<file path="src/rtl/dds_step_ctrl.sv">
// dds_step_ctrl: frequency-step controller for the DDS phase accumulator.
// It filters the raw frequency switches and sequences run/hold. New step
// words are committed only at a phase-wrap boundary.
// Optional feature: define DDS_SWEEP_EN to compile in the linear sweep mode.
// This adds the SWEEP state, the dwell counter, and the s0/stop compare.
//
// Output contract (there is no valid/ready handshake on this block):
//   step    holds the current increment and changes only on a clock edge.
//   pending is high while a filtered switch value differs from step and is
//           waiting for the next wrap.
//   acc_clr is a registered pulse, exactly one cycle wide.
//   state   exposes the FSM (0 = IDLE, 1 = RUN, 2 = SWEEP) for observation.
module dds_step_ctrl #(
  parameter int STABLE_CYC = 64,
  parameter int DWELL      = 10000
) (
  input  logic       signal,
  input  logic       rst_n,
  input  logic [7:0] k,
  input  logic       run,
  input  logic       sweep,
  input  logic [7:0] stop_k,
  input  logic [7:0] address,
  output logic [7:0] step,
  output logic       acc_clr,
  output logic       pending,
  output logic [1:0] state
);

  localparam int SW = $clog2(STABLE_CYC);
  localparam logic [SW-1:0] STAB_LAST = SW'(STABLE_CYC - 1);

  typedef enum logic [1:0] {
    ST_IDLE  = 2'd0,
    ST_RUN   = 2'd1,
    ST_SWEEP = 2'd2
  } state_t;

  state_t        state_q, state_d;
  logic [7:0]    k_s1, k_sync, k_cand, k_stable;
  logic [SW-1:0] stab_cnt;
  logic [7:0]    addr_q;
  logic [7:0]    next_step;
  logic          run_q;
  logic          run_rise;
  logic          wrap;

`ifdef DDS_SWEEP_EN
  localparam int DWW = (DWELL > 1) ? $clog2(DWELL) : 1;
  localparam logic [DWW-1:0] DWELL_LAST = DWW'(DWELL - 1);

  logic [7:0]     s0;
  logic [7:0]     stop_q;
  logic [DWW-1:0] dwell_cnt;
  logic           adv_arm;
`else
  // Sweep inputs and the dwell length have no function in this build.
  logic [40:0] unused_cfg;
  assign unused_cfg = {sweep, stop_k, 32'(DWELL)};
`endif

  assign run_rise = run & ~run_q;
  assign wrap     = (address < addr_q);
  assign state    = state_q;

  // Two-flop synchronizer for the asynchronous switch bank.
  always_ff @(posedge signal or negedge rst_n) begin
    if (!rst_n) begin
      k_s1   <= 8'd0;
      k_sync <= 8'd0;
    end else begin
      k_s1   <= k;
      k_sync <= k_s1;
    end
  end

  // Stability filter: accept a candidate only after it has stayed quiet.
  always_ff @(posedge signal or negedge rst_n) begin
    if (!rst_n) begin
      k_cand   <= 8'd0;
      k_stable <= 8'd0;
      stab_cnt <= '0;
    end else if (k_sync != k_cand) begin
      k_cand   <= k_sync;
      stab_cnt <= '0;
    end else if (stab_cnt == STAB_LAST) begin
      k_stable <= k_cand;
    end else begin
      stab_cnt <= stab_cnt + SW'(1);
    end
  end

  // Delayed address for wrap detection, and delayed run for edge detection.
  always_ff @(posedge signal or negedge rst_n) begin
    if (!rst_n) begin
      addr_q <= 8'd0;
      run_q  <= 1'b0;
    end else begin
      addr_q <= address;
      run_q  <= run;
    end
  end

  // FSM state register.
  always_ff @(posedge signal or negedge rst_n) begin
    if (!rst_n) state_q <= ST_IDLE;
    else        state_q <= state_d;
  end

  // Next-state logic: start on a run rising edge, fall back to IDLE on run low.
  always_comb begin
    state_d = state_q;
    case (state_q)
      ST_IDLE: begin
        if (run_rise) begin
`ifdef DDS_SWEEP_EN
          state_d = sweep ? ST_SWEEP : ST_RUN;
`else
          state_d = ST_RUN;
`endif
        end
      end
      ST_RUN: begin
        if (!run) state_d = ST_IDLE;
      end
`ifdef DDS_SWEEP_EN
      ST_SWEEP: begin
        if (!run) state_d = ST_IDLE;
      end
`endif
      default: state_d = ST_IDLE;
    endcase
  end

  // Step word, pending flag, clear pulse and sweep bookkeeping.
  always_ff @(posedge signal or negedge rst_n) begin
    if (!rst_n) begin
      step      <= 8'd0;
      next_step <= 8'd0;
      pending   <= 1'b0;
      acc_clr   <= 1'b0;
`ifdef DDS_SWEEP_EN
      s0        <= 8'd0;
      stop_q    <= 8'd0;
      dwell_cnt <= '0;
      adv_arm   <= 1'b0;
`endif
    end else begin
      acc_clr <= 1'b0;
      case (state_q)
        ST_IDLE: begin
          step    <= 8'd0;
          pending <= 1'b0;
          if (run_rise) begin
            step      <= k_stable;
            next_step <= k_stable;
`ifdef DDS_SWEEP_EN
            s0        <= k_stable;
            stop_q    <= stop_k;
            dwell_cnt <= '0;
            adv_arm   <= 1'b0;
`endif
          end
        end
        ST_RUN: begin
          if (!run) begin
            // Run drop wins over any commit due in the same cycle.
            step    <= 8'd0;
            acc_clr <= 1'b1;
            pending <= 1'b0;
          end else begin
            next_step <= k_stable;
            // A zero step stalls the accumulator, so no wrap would ever come.
            if (pending && (wrap || step == 8'd0)) begin
              step    <= next_step;
              pending <= 1'b0;
            end else begin
              pending <= (k_stable != step);
            end
          end
        end
`ifdef DDS_SWEEP_EN
        ST_SWEEP: begin
          if (!run) begin
            step    <= 8'd0;
            acc_clr <= 1'b1;
            pending <= 1'b0;
            adv_arm <= 1'b0;
          end else if (!adv_arm) begin
            if (dwell_cnt == DWELL_LAST) begin
              adv_arm   <= 1'b1;
              dwell_cnt <= '0;
            end else begin
              dwell_cnt <= dwell_cnt + DWW'(1);
            end
          end else if (wrap || step == 8'd0) begin
            adv_arm <= 1'b0;
            if (s0 != stop_q) begin
              if (step == stop_q) begin
                step    <= s0;
                acc_clr <= 1'b1;
              end else if (s0 < stop_q) begin
                step <= step + 8'd1;
              end else begin
                step <= step - 8'd1;
              end
            end
          end
        end
`endif
        default: begin
          step    <= 8'd0;
          pending <= 1'b0;
        end
      endcase
    end
  end

endmodule

</file>
<file path="config.mk">
export PLATFORM = sky130hd
export DESIGN_NAME = dds_step_ctrl
export DESIGN_NICKNAME = d
export VERILOG_FILES = /design/src/rtl/dds_step_ctrl.sv
export SDC_FILE = /design/constraint.sdc
export NUM_CORES = 1
export LEC_CHECK = 0
export ABC_AREA = 0
export BUFFER_PORTS_ARGS = -buffer_cell sky130_fd_sc_hd__clkbuf_2
export CAP_MARGIN = 30
export CELL_PAD_IN_SITES_DETAIL_PLACEMENT = 1
export CELL_PAD_IN_SITES_GLOBAL_PLACEMENT = 2
export CORE_AREA = 2 2 70 122
export CTS_CLUSTER_DIAMETER = 40
export CTS_CLUSTER_SIZE = 12
export DETAILED_ROUTE_END_ITERATION = 10
export DIE_AREA = 0 0 72 124
export PLACE_DENSITY = 0.75
export SETUP_SLACK_MARGIN = 0.2
export SYNTH_ARGS = -nofsm -noshare
export SYNTH_HDL_FRONTEND = slang
export SYNTH_SLANG_ARGS = --single-unit
</file>
<file path="constraint.sdc">
create_clock -name signal -period 1.6 [get_ports signal]
set_input_delay 0.08 -clock signal [delete_from_list [all_inputs] [get_ports signal]]
set_output_delay 0.08 -clock signal [all_outputs]
set_load 0.01 [all_outputs]
</file>
### Yosys cells after proc, flatten, opt, wreduce, memory -nomap -nowiden

Cells that the tools add are included.
Widths: inputs -> output; s select.

| word-level totals | value |
|---|---|
| bits in latches | 0 |
| bits in registers | 67 |
| memory bits (read-only) | 0 |
| RAM bits | 0 |
| memories kept | 0 |
| output and inout port bits | 12 |
| logic and storage cells | 51 |
| input bits | 28 |

| cells by class | value |
|---|---|
| reduce and logical (&&, ||, !) cells | 8 |
| magnitude comparators | 1 |
| equality and inequality tests | 9 |
| $add $sub $neg | 1 |
| mux-type cells | 17 |
| div/mod/pow operators | 0 |
| shifts and indexed selects | 0 |
| bitwise gates (word level) | 3 |
| $mul | 0 |

Operator list:

| kind | number |
|---|---|
| $mux 8 | 5 |
| $pmux 8 s2 | 2 |
| $ne 8x8->1 | 2 |
| $mux 6 | 2 |
| $logic_not 8->1 | 1 |
| $lt 8x8->1 | 1 |
| $ne 2x2->1 const B | 4 |
| $add 6x1->6 const B | 1 |
| $eq 6x6->1 const B | 1 |
| $mux 1 | 5 |
| $mux 2 | 2 |
| $pmux 2 s2 | 1 |
| $reduce_and 2->1 | 2 |
| $ne 3x3->1 const B | 1 |
| $reduce_and 3->1 | 1 |
| $eq 2x1->1 const B | 1 |
| $logic_not 2->1 | 1 |
| $not 1->1 | 2 |
| $reduce_bool 2->1 | 1 |
| $and 1x1->1 | 1 |
| $logic_and 1x1->1 | 1 |
| $logic_or 1x1->1 | 1 |

### Longest topological paths before layout

Gate-level depths: netlist of the first run.

| depth | value |
|---|---|
| word-level depth | 6 |
| depth in mapped cells | 8 |

### Worst setup path before layout of the first run

Ideal clock, no wire load.

| path | value |
|---|---|
| path kind | register to register |
| from | register k_cand[5] |
| to | register k_stable[0] |
| slack | -0.116 ns |
| arrival time | 1.591 ns |
| library setup time | 0.125 ns |
| stages on the path, launching flop included | 7 |
| data required time | 1.475 ns |
| cell sequence | dfrtp_1 xor2_1 nor4_2 nand2_2 or2_1 buf_6 mux2_4 |

| between the ends | value |
|---|---|
| cells in the longest elaborated chain, start to end | 3 |

Ends and longest elaborated chain:

| item | RTL line | text |
|---|---|---|
| start: declaration | 40 | `logic [7:0] k_s1, k_sync, k_cand, k_stable;` |
| start signal: assignment | 84 | `k_cand <= k_sync;` |
| $ne 8x8->1 | 83 | `end else if (k_sync != k_cand) begin` |
| $not 1->1 (no source line) | - |  |
| $reduce_and 2->1 (no source line) | - |  |
| end signal: assignment | 87 | `k_stable <= k_cand;` |
| end: declaration | 40 |  |

Every way passes these cells.
A chain may end at the register's enable or synchronous reset.

### Final worst setup path of the first run

| path | value |
|---|---|
| from | register k_cand[5] |
| to | register k_stable[2] |

Same word-level chain as after synthesis.

==> metrics.yaml, run 1 <==
detailed_routing:
  viasPerCell: 4.755
  drc: 0
  finalWirelength_um: 5473
  drtPass1Iterations: 2
  post_drt_wl_per_cell_um: 14.56
  vias: 1788
  ant_nets: 0
  drtIter0Drc: 40
floorplan:
  core-area_um2: 7909
  die_area_um2: 8928
  initial_core_util_pct: 33.59
  ios: 40
  die_h_um: 124
  rows: 43
  dieWidth_um: 72
pwr:
  peakVddDrop_mv: 0.7377
  power_density_nw_per_um2: 1063
  p_leak_nw: 1.846
layout:
  area_growth_pct: 39.05
  final_cell_mix: "dfrtp_1, clkbuf_2, nand2_1"
  layout-drive-gt1-share_pct: 35.31
  final_common_cell: "dfrtp_1"
  nets: 317
  final_cell_area_um2: 3694
  antenna_cells: 0
  multiInputGateArea_um2: 1060
  final_cells: 376
  register_area_um2: 1652
  n_fill_cell: 829
global_routing:
  grt_max_degree: 48
  overflow: 0
  grt_pass1_wl_um: 9121
  antenna_found_initial: 0
  track_usage_pct: 13.89
  grt_pass1_vias: 1947
clocking:
  htreeDepth: 3
  cts_buffer_depth: 2
  insertion_delay_ns: 0.33
  cts.sinks: 66
  cts_root_buf: "clkbuf_16"
  cts_buffers: 9
  cts_tree: "yes"
  cts.clk_slew.worst_paths_ns: 0.05
yosys:
  synth_area_um2: 2656
  ys_types: 37
  seq_area_frac_synth_pct: 62.18
  syn-instance-count: 209
  yosysTopAreaCell: "dfrtp_1"
  synth_nets: 245
  avgSynthCellArea_um2: 12.71
  ys_top_cells_by_area: "dfrtp_1, a22o_1, xor2_1"
  synth-seq-cells: 66
  synth.top_cell.area_share_pct: 62.18
  yosys_warnings: 0
min_path:
  hp-class: "input port to asynchronous set/reset pin"
run_status:
  outcome: "finished, violations left"
  violations: "setup timing"
worst_setup_path:
  path_buf_inv: 0
  cp_slowest_cell: "dfrtp_1"
  crit_path_start: "k_cand[5]"
  critical_path_required_ns: 1.82
  max_stage_delay_ns: 0.38
  path_class: "register to register"
  r2r-start: "k_cand[5]"
  worstPathArrival_ns: 1.90
  end_kind: "register"
  worst-path-max-fanout: 8
  critPathLaunchType: "register"
  cp_top_family: "simple AND/OR/NAND/NOR gates"
  crit_chain: "xor2_1, nor4_2, nand2_2, or2_4, mux2_4"
placed_design:
  portBuffers: 29
  place_area_um2: 3059
  dp.cells: 338
  hpwl_um: 3827
  gp_congestion: 0.7206
sta:
  timing.final.crit_share_pct: 105.2
  fin_worst_skew_ns: 0.008301
  hold_viol_final: 0
  rsz0062_at_grt: "true"
  timing.fmax_mhz: 593.9
  setup_ws_ns: -0.08372
  period_needed_ns: 1.684
  maxSlewViolCount: 0
  setup_viol: 16
run:
  drv_cap: 0
## layer usage
metal	GRT usage [%]	wire length, µm	vias up
met4	6.014	93	0
met1	13.67	2026	883
li1	-	-	859
met3	4.612	197	9
met5	0	0	-
met2	25.93	3156	37
## final timing paths
path,slack (ns),depth (start not counted),endpoint
setup / recovery,-0.08,5,k_stable[2]
hold / removal,0.23,2,next_step[0]
setup reg to reg,-0.08,5,k_stable[2]
hold reg to reg,0.35,0,k_sync[0]
max in group asynchronous,0.75,3,k_s1[5]
min in group signal,0.35,0,k_sync[0]
## report_power, final
part	leakage, nW	switching, mW	internal, mW	total (mW)
registers	0.844	0.0237	1.72	1.74
clock network	0.143	0.693	1.25	1.94
logic	0.860	0.128	0.119	0.247
total	1.85	0.845	3.08	3.93
## metrics by stage
| stage | setup TNS, ns | hold WS (ns) | utilization (%) | worst slack [ns] | power (mW) |
|---|---|---|---|---|---|
| CTS | -1.423 | 0.2416 | 46.12 | -0.1131 | 3.984 |
| detailed placement | -3.335 | 0.06491 | 38.68 | -0.2378 | 1.967 |
| floorplan | -1.399 | -0.2156 | - | -0.1150 | 1.861 |
| finish | -0.9812 | 0.2333 | 46.70 | -0.08372 | 3.928 |
| global placement | -2.839 | 0.06157 | 38.68 | -0.2034 | 1.961 |
| global route | -2.189 | 0.2690 | 46.70 | -0.1466 | 4.102 |
## cells by family (layout without fill, tap and decap cells)
kind of cell,count (synthesis),after routing,share of synthesized area (%)
AO/OA/AOI/OAI,30,31,9.091
XOR/XNOR,17,17,5.605
adder cells (fa/ha/maj),8,8,3.768
buffers and inverters,21,97,3.438
flip-flops,66,66,62.18
multiplexers,9,9,4.899
other,1,1,0.1412
AND/OR/NAND/NOR,57,57,10.88
## state kept, by name, summed over array words and instances (netlist names), 6 cells and up
signal and count:
stab_cnt 6, k_stable 8, next_step 8, k_cand 8, k_sync 8, k_s1 8, step 8, addr_q 8
## worst register-to-register path, cell delays in order (launching register included)
cell	delay, ns
dfrtp_1	0.38
xor2_1	0.17
nor4_2	0.31
nand2_2	0.08
or2_4	0.31
mux2_4	0.32
## cell usage after synthesis, drive strengths merged
| cell type | number |
|---|---|
| dfrtp | 66 |
| nand2 | 27 |
| a22o | 16 |
| xor2 | 16 |
| clkbuf | 9 |
| inv | 9 |
| ha | 8 |
| mux2 | 8 |
| o21ai | 8 |
| nor2 | 7 |
| nand3 | 5 |
| nor4 | 5 |
| and3 | 4 |
| buf | 3 |
| nor2b | 2 |
| nor3 | 2 |
| a2111oi | 1 |
| a211oi | 1 |
| a31oi | 1 |
| and4 | 1 |
| conb | 1 |
| mux2i | 1 |
| nand2b | 1 |
| nand4b | 1 |
| nor3b | 1 |
| o211a | 1 |
| o21a | 1 |
| o2bb2ai | 1 |
| or2 | 1 |
| xnor2 | 1 |
## cell type report
cell class,count,share of cell area (%)
clock buffers,12,6.673
multi-input cells,123,28.69
inverters,9,0.9146
flip-flops and latches,66,44.72
well taps,90,3.049
repair buffers,72,14.57
clock inverters,4,1.389
## timing repair
item | CTS | global route
gates resized for setup | 21 | 6
hold buffers | 18 | 0
pin swaps | 5 | 2
endpoints found under the hold margin | 36 | 0
gates cloned | 1 | 0
setup endpoints to repair | 17 | 23
buffers inserted | 1 | 2
Power figures use the tool's default switching activity.
==> run 2, diff against run 1 <==
==> config.mk (replaced) <==
export PLATFORM = sky130hd
export DESIGN_NAME = dds_step_ctrl
export DESIGN_NICKNAME = d
export VERILOG_FILES = /design/src/rtl/dds_step_ctrl.sv
export SDC_FILE = /design/constraint.sdc
export NUM_CORES = 1
export LEC_CHECK = 0
export ABC_AREA = 1
export BUFFER_PORTS_ARGS = -buffer_cell sky130_fd_sc_hd__clkbuf_2
export CAP_MARGIN = 30
export CELL_PAD_IN_SITES_DETAIL_PLACEMENT = 1
export CELL_PAD_IN_SITES_GLOBAL_PLACEMENT = 2
export CORE_AREA = 2 2 74 129
export CTS_CLUSTER_DIAMETER = 40
export CTS_CLUSTER_SIZE = 12
export DETAILED_ROUTE_END_ITERATION = 10
export DIE_AREA = 0 0 76 131
export PLACE_DENSITY = 0.75
export SETUP_SLACK_MARGIN = 0.2
export SKIP_CTS_REPAIR_TIMING = 1
export SYNTH_ARGS = -nofsm -noshare
export SYNTH_HDL_FRONTEND = slang
export SYNTH_SLANG_ARGS = --single-unit
==> run 2 against run 1 <==
The run ends with hold timing left. Clock skew down 0.0040 ns. Sequential cell count unchanged. Critical path depth is 5 higher. Core utilization fell by 3.7 points. Non-clock buffer count shrank 11. Die area up 12%. Clock-buffer cell count did not move. First-iteration DRC count is 20% higher. Synthesized cell count up 34%. Register-to-register slack improved by 0.16 ns. Highest routed layer unchanged.
==> metrics.yaml, run 2 <==
worst_setup_path:
  end_kind: "register"
  worstPathArrival_ns: 1.74  # -0.16 ns
  worst-path-max-fanout: 4  # -4
  critical_path_required_ns: 1.82  # about the same
  r2r_slack_ns: 0.08  # +0.16 ns
  path_buf_inv: 2  # +2
  path_class: "register to register"
  max_stage_delay_ns: 0.32  # -0.06 ns
  crit_chain: "inv_1, ha_1, a21oi_1, o21a_1, nand2_2, nand2_2, buf_4, nand2_2, nand3_1, nand2_1"
  crit_path_frequent_cell: "nand2_2"
  reg2regPathDepth: 10  # +5
  cp_slowest_cell: "dfrtp_1"
  critPathLaunchType: "register"
  r2r-end: "step[6]"
  cp_top_family: "simple AND/OR/NAND/NOR gates"
  r2r-start: "addr_q[7]"
yosys:
  synth-simple-area-share_pct: 19.08  # +8.2 points
  postSynth.asyncResetShare_pct: 100.0  # unchanged
  synth-seq-cells: 66  # unchanged
  synthMuxAreaShare_pct: 0  # -4.9 points
  synthXorXnorAreaFrac_pct: 2.513  # -3.1 points
  synth.top_cell.area_share_pct: 59.25  # -2.9 points
  syn-instance-count: 281  # +34%
  avgSynthCellArea_um2: 9.921  # -22%
  yosys_warnings: 0  # unchanged
  ys_types: 34  # -8.1%
  synth_fa_ha_area_share_pct: 3.591  # -0.18 points
  seq_area_frac_synth_pct: 59.25  # -2.9 points
  ys_top_cells_by_area: "dfrtp_1, nand2_1, inv_1"
  synth_flop_cell: "dfrtp_1"
  yosysTopAreaCell: "dfrtp_1"
  synthTopCellsByCount: "dfrtp_1, nand2_1, inv_1"
  synth_area_um2: 2788  # +4.9%
  synth_top_family_by_area: "simple AND/OR/NAND/NOR gates"
  synthMostInstantiatedCell: "dfrtp_1"
  synth_compound_area_share_pct: 7.361  # -1.7 points
  synth_nets: 317  # +29%
  synth_edf_count: 0  # unchanged
detailed_routing:
  viasPerCell: 4.424  # -7.0%
  finalWirelength_um: 6010  # +9.8%
  ant_nets: 0  # unchanged
  drtPass1Iterations: 2  # unchanged
  drc: 0  # unchanged
  post_drt_wl_per_cell_um: 12.81  # -12%
  drtIter0Drc: 48  # +20%
  vias: 2075  # +16%
floorplan:
  initial_core_util_pct: 31.25  # -2.3 points
  die_area_um2: 9956  # +12%
  die_h_um: 131  # +5.6%
  rows: 46  # +7.0%
  ios: 40  # unchanged
  dieWidth_um: 76  # +5.6%
  core-area_um2: 8921  # +13%
global_routing:
  grt_pass1_wl_um: 9494  # +4.1%
  overflow: 0  # unchanged
  grt_max_degree: 54  # +13%
  grt_pass1_vias: 2067  # +6.2%
  antenna_found_initial: 0  # unchanged
  track_usage_pct: 12.59  # -1.3 points
run_status:
  violations: "hold timing"
  outcome: "finished, violations left"
sta:
  maxSlewViolCount: 0  # unchanged
  fin_worst_skew_ns: 0.004326  # -0.003975 ns
  hold_viol_final: 1  # +1
  period_needed_ns: 1.521  # -0.1626 ns
  setup_viol: 0  # -16
  rsz0062_at_grt: "true"
  final.setup.tns_ns: 0  # +0.9812 ns
  hold_ws_ns: -0.09941  # -0.3327 ns
  timing.fmax_mhz: 657.4  # +11%
  timing.final.crit_share_pct: 95.07  # -10 points
min_path:
  hp-class: "input port to register"
  worstHoldPathCells: 1
  hold_path_end: "addr_q[1]"
  min-delay-start: "address[1]"
clocking:
  cts_buffers: 9  # unchanged
  cts_tree: "yes"
  cts_buffer_depth: 2  # unchanged
  cts.clk_slew.worst_paths_ns: 0.05  # about the same
  htreeDepth: 3  # unchanged
  insertion_delay_ns: 0.33  # about the same
  cts.sinks: 66  # unchanged
  cts_root_buf: "clkbuf_16"
placed_design:
  gp_congestion: 0.7629  # +5.9%
  portBuffers: 29  # unchanged
  dp.cells: 428  # +27%
  hpwl_um: 4130  # +7.9%
layout:
  antenna_cells: 0  # unchanged
  layout-drive-gt1-share_pct: 35.53  # +0.22 points
  area_growth_pct: 37.48
  final_cell_mix: "dfrtp_1, nand2_1, inv_1"
  nets: 381  # +20%
  final_cells: 469  # +25%
  final_common_cell: "dfrtp_1"
pwr:
  p_leak_nw: 1.824  # -1.2%
  power.internal_mw: 2.946  # -4.4%
  power_frac_clock_pct: 47.0  # -2.4 points
  power_mw: 3.800  # -3.2%
  p_switching_mw: 0.8544  # +1.1%
  pwr-share-comb_pct: 7.2  # +0.9 points
  power_density_nw_per_um2: 991.7  # -6.7%
  p_sw_share_pct: 22.48  # +0.97 points
  peakVddDrop_mv: 0.5794  # -21%
  seqPwrFrac_pct: 45.8  # +1.5 points
run:
  drv_cap: 0  # unchanged
## run 2: how the worst max path moves through the flow
stage               from  endpoint  slack (ns)  cells after the start
3_5_place_dp   addr_q[3]   step[3]       0.007                     13
5_1_grt        addr_q[1]   step[3]      -0.005                     13
2_1_floorplan  addr_q[7]   step[0]        0.22                     10
4_1_cts        addr_q[3]   step[3]       -0.01                     13
6_report       addr_q[7]   step[6]        0.08                     10
3_3_place_gp   addr_q[3]   step[2]        0.05                     13
## run 2: layout make-up
class	count	area (µm²)
clock buffers	12	256.5
clock inverters	3	15.01
fillers	999	5089
inverters	41	166.4
multi-input cells	166	1141
flip-flops and latches	66	1652
well taps	120	150.1
repair buffers	61	451.7
## run 2: logic make-up (layout without fill, tap and decap cells)
family | after synthesis | after routing
and+or+nand+nor | 113 | 116
DFF | 66 | 66
buffers and inverters | 52 | 117
AOI/OAI and AO/OA | 33 | 33
adders and majority gates | 8 | 8
xor gates and xnor gates | 8 | 8
other | 1 | 1
## run 2: metrics by stage
stage	instance area (µm²)	setup slack (ns)	utilization (%)
after floorplan	2793	0.2201	-
after global placement	3104	0.05070	34.80
after detailed placement	3104	0.007311	34.80
after CTS	3376	-0.01017	37.84
after global routing	3832	-0.004668	42.96
final	3832	0.07891	42.96
## run 2: layer usage
layer / vias up / GRT usage [%] / part of all wire [%]
li1: 1015 / - / -
met1: 1019 / 11.93 / 34
met2: 30 / 24.21 / 60
met3: 11 / 2.679 / 2.3
met4: 0 / 8.663 / 3.0
met5: - / 0 / 0
## run 2: power by group through the flow
| stage | combinational (mW) | clock [mW] | sequential [mW] |
|---|---|---|---|
| floorplan | 0.106 | 0 | 1.77 |
| global placement | 0.208 | 0 | 1.77 |
| detailed placement | 0.212 | 0 | 1.77 |
| CTS | 0.213 | 1.86 | 1.74 |
| global route | 0.313 | 1.92 | 1.74 |
| finish | 0.274 | 1.79 | 1.74 |
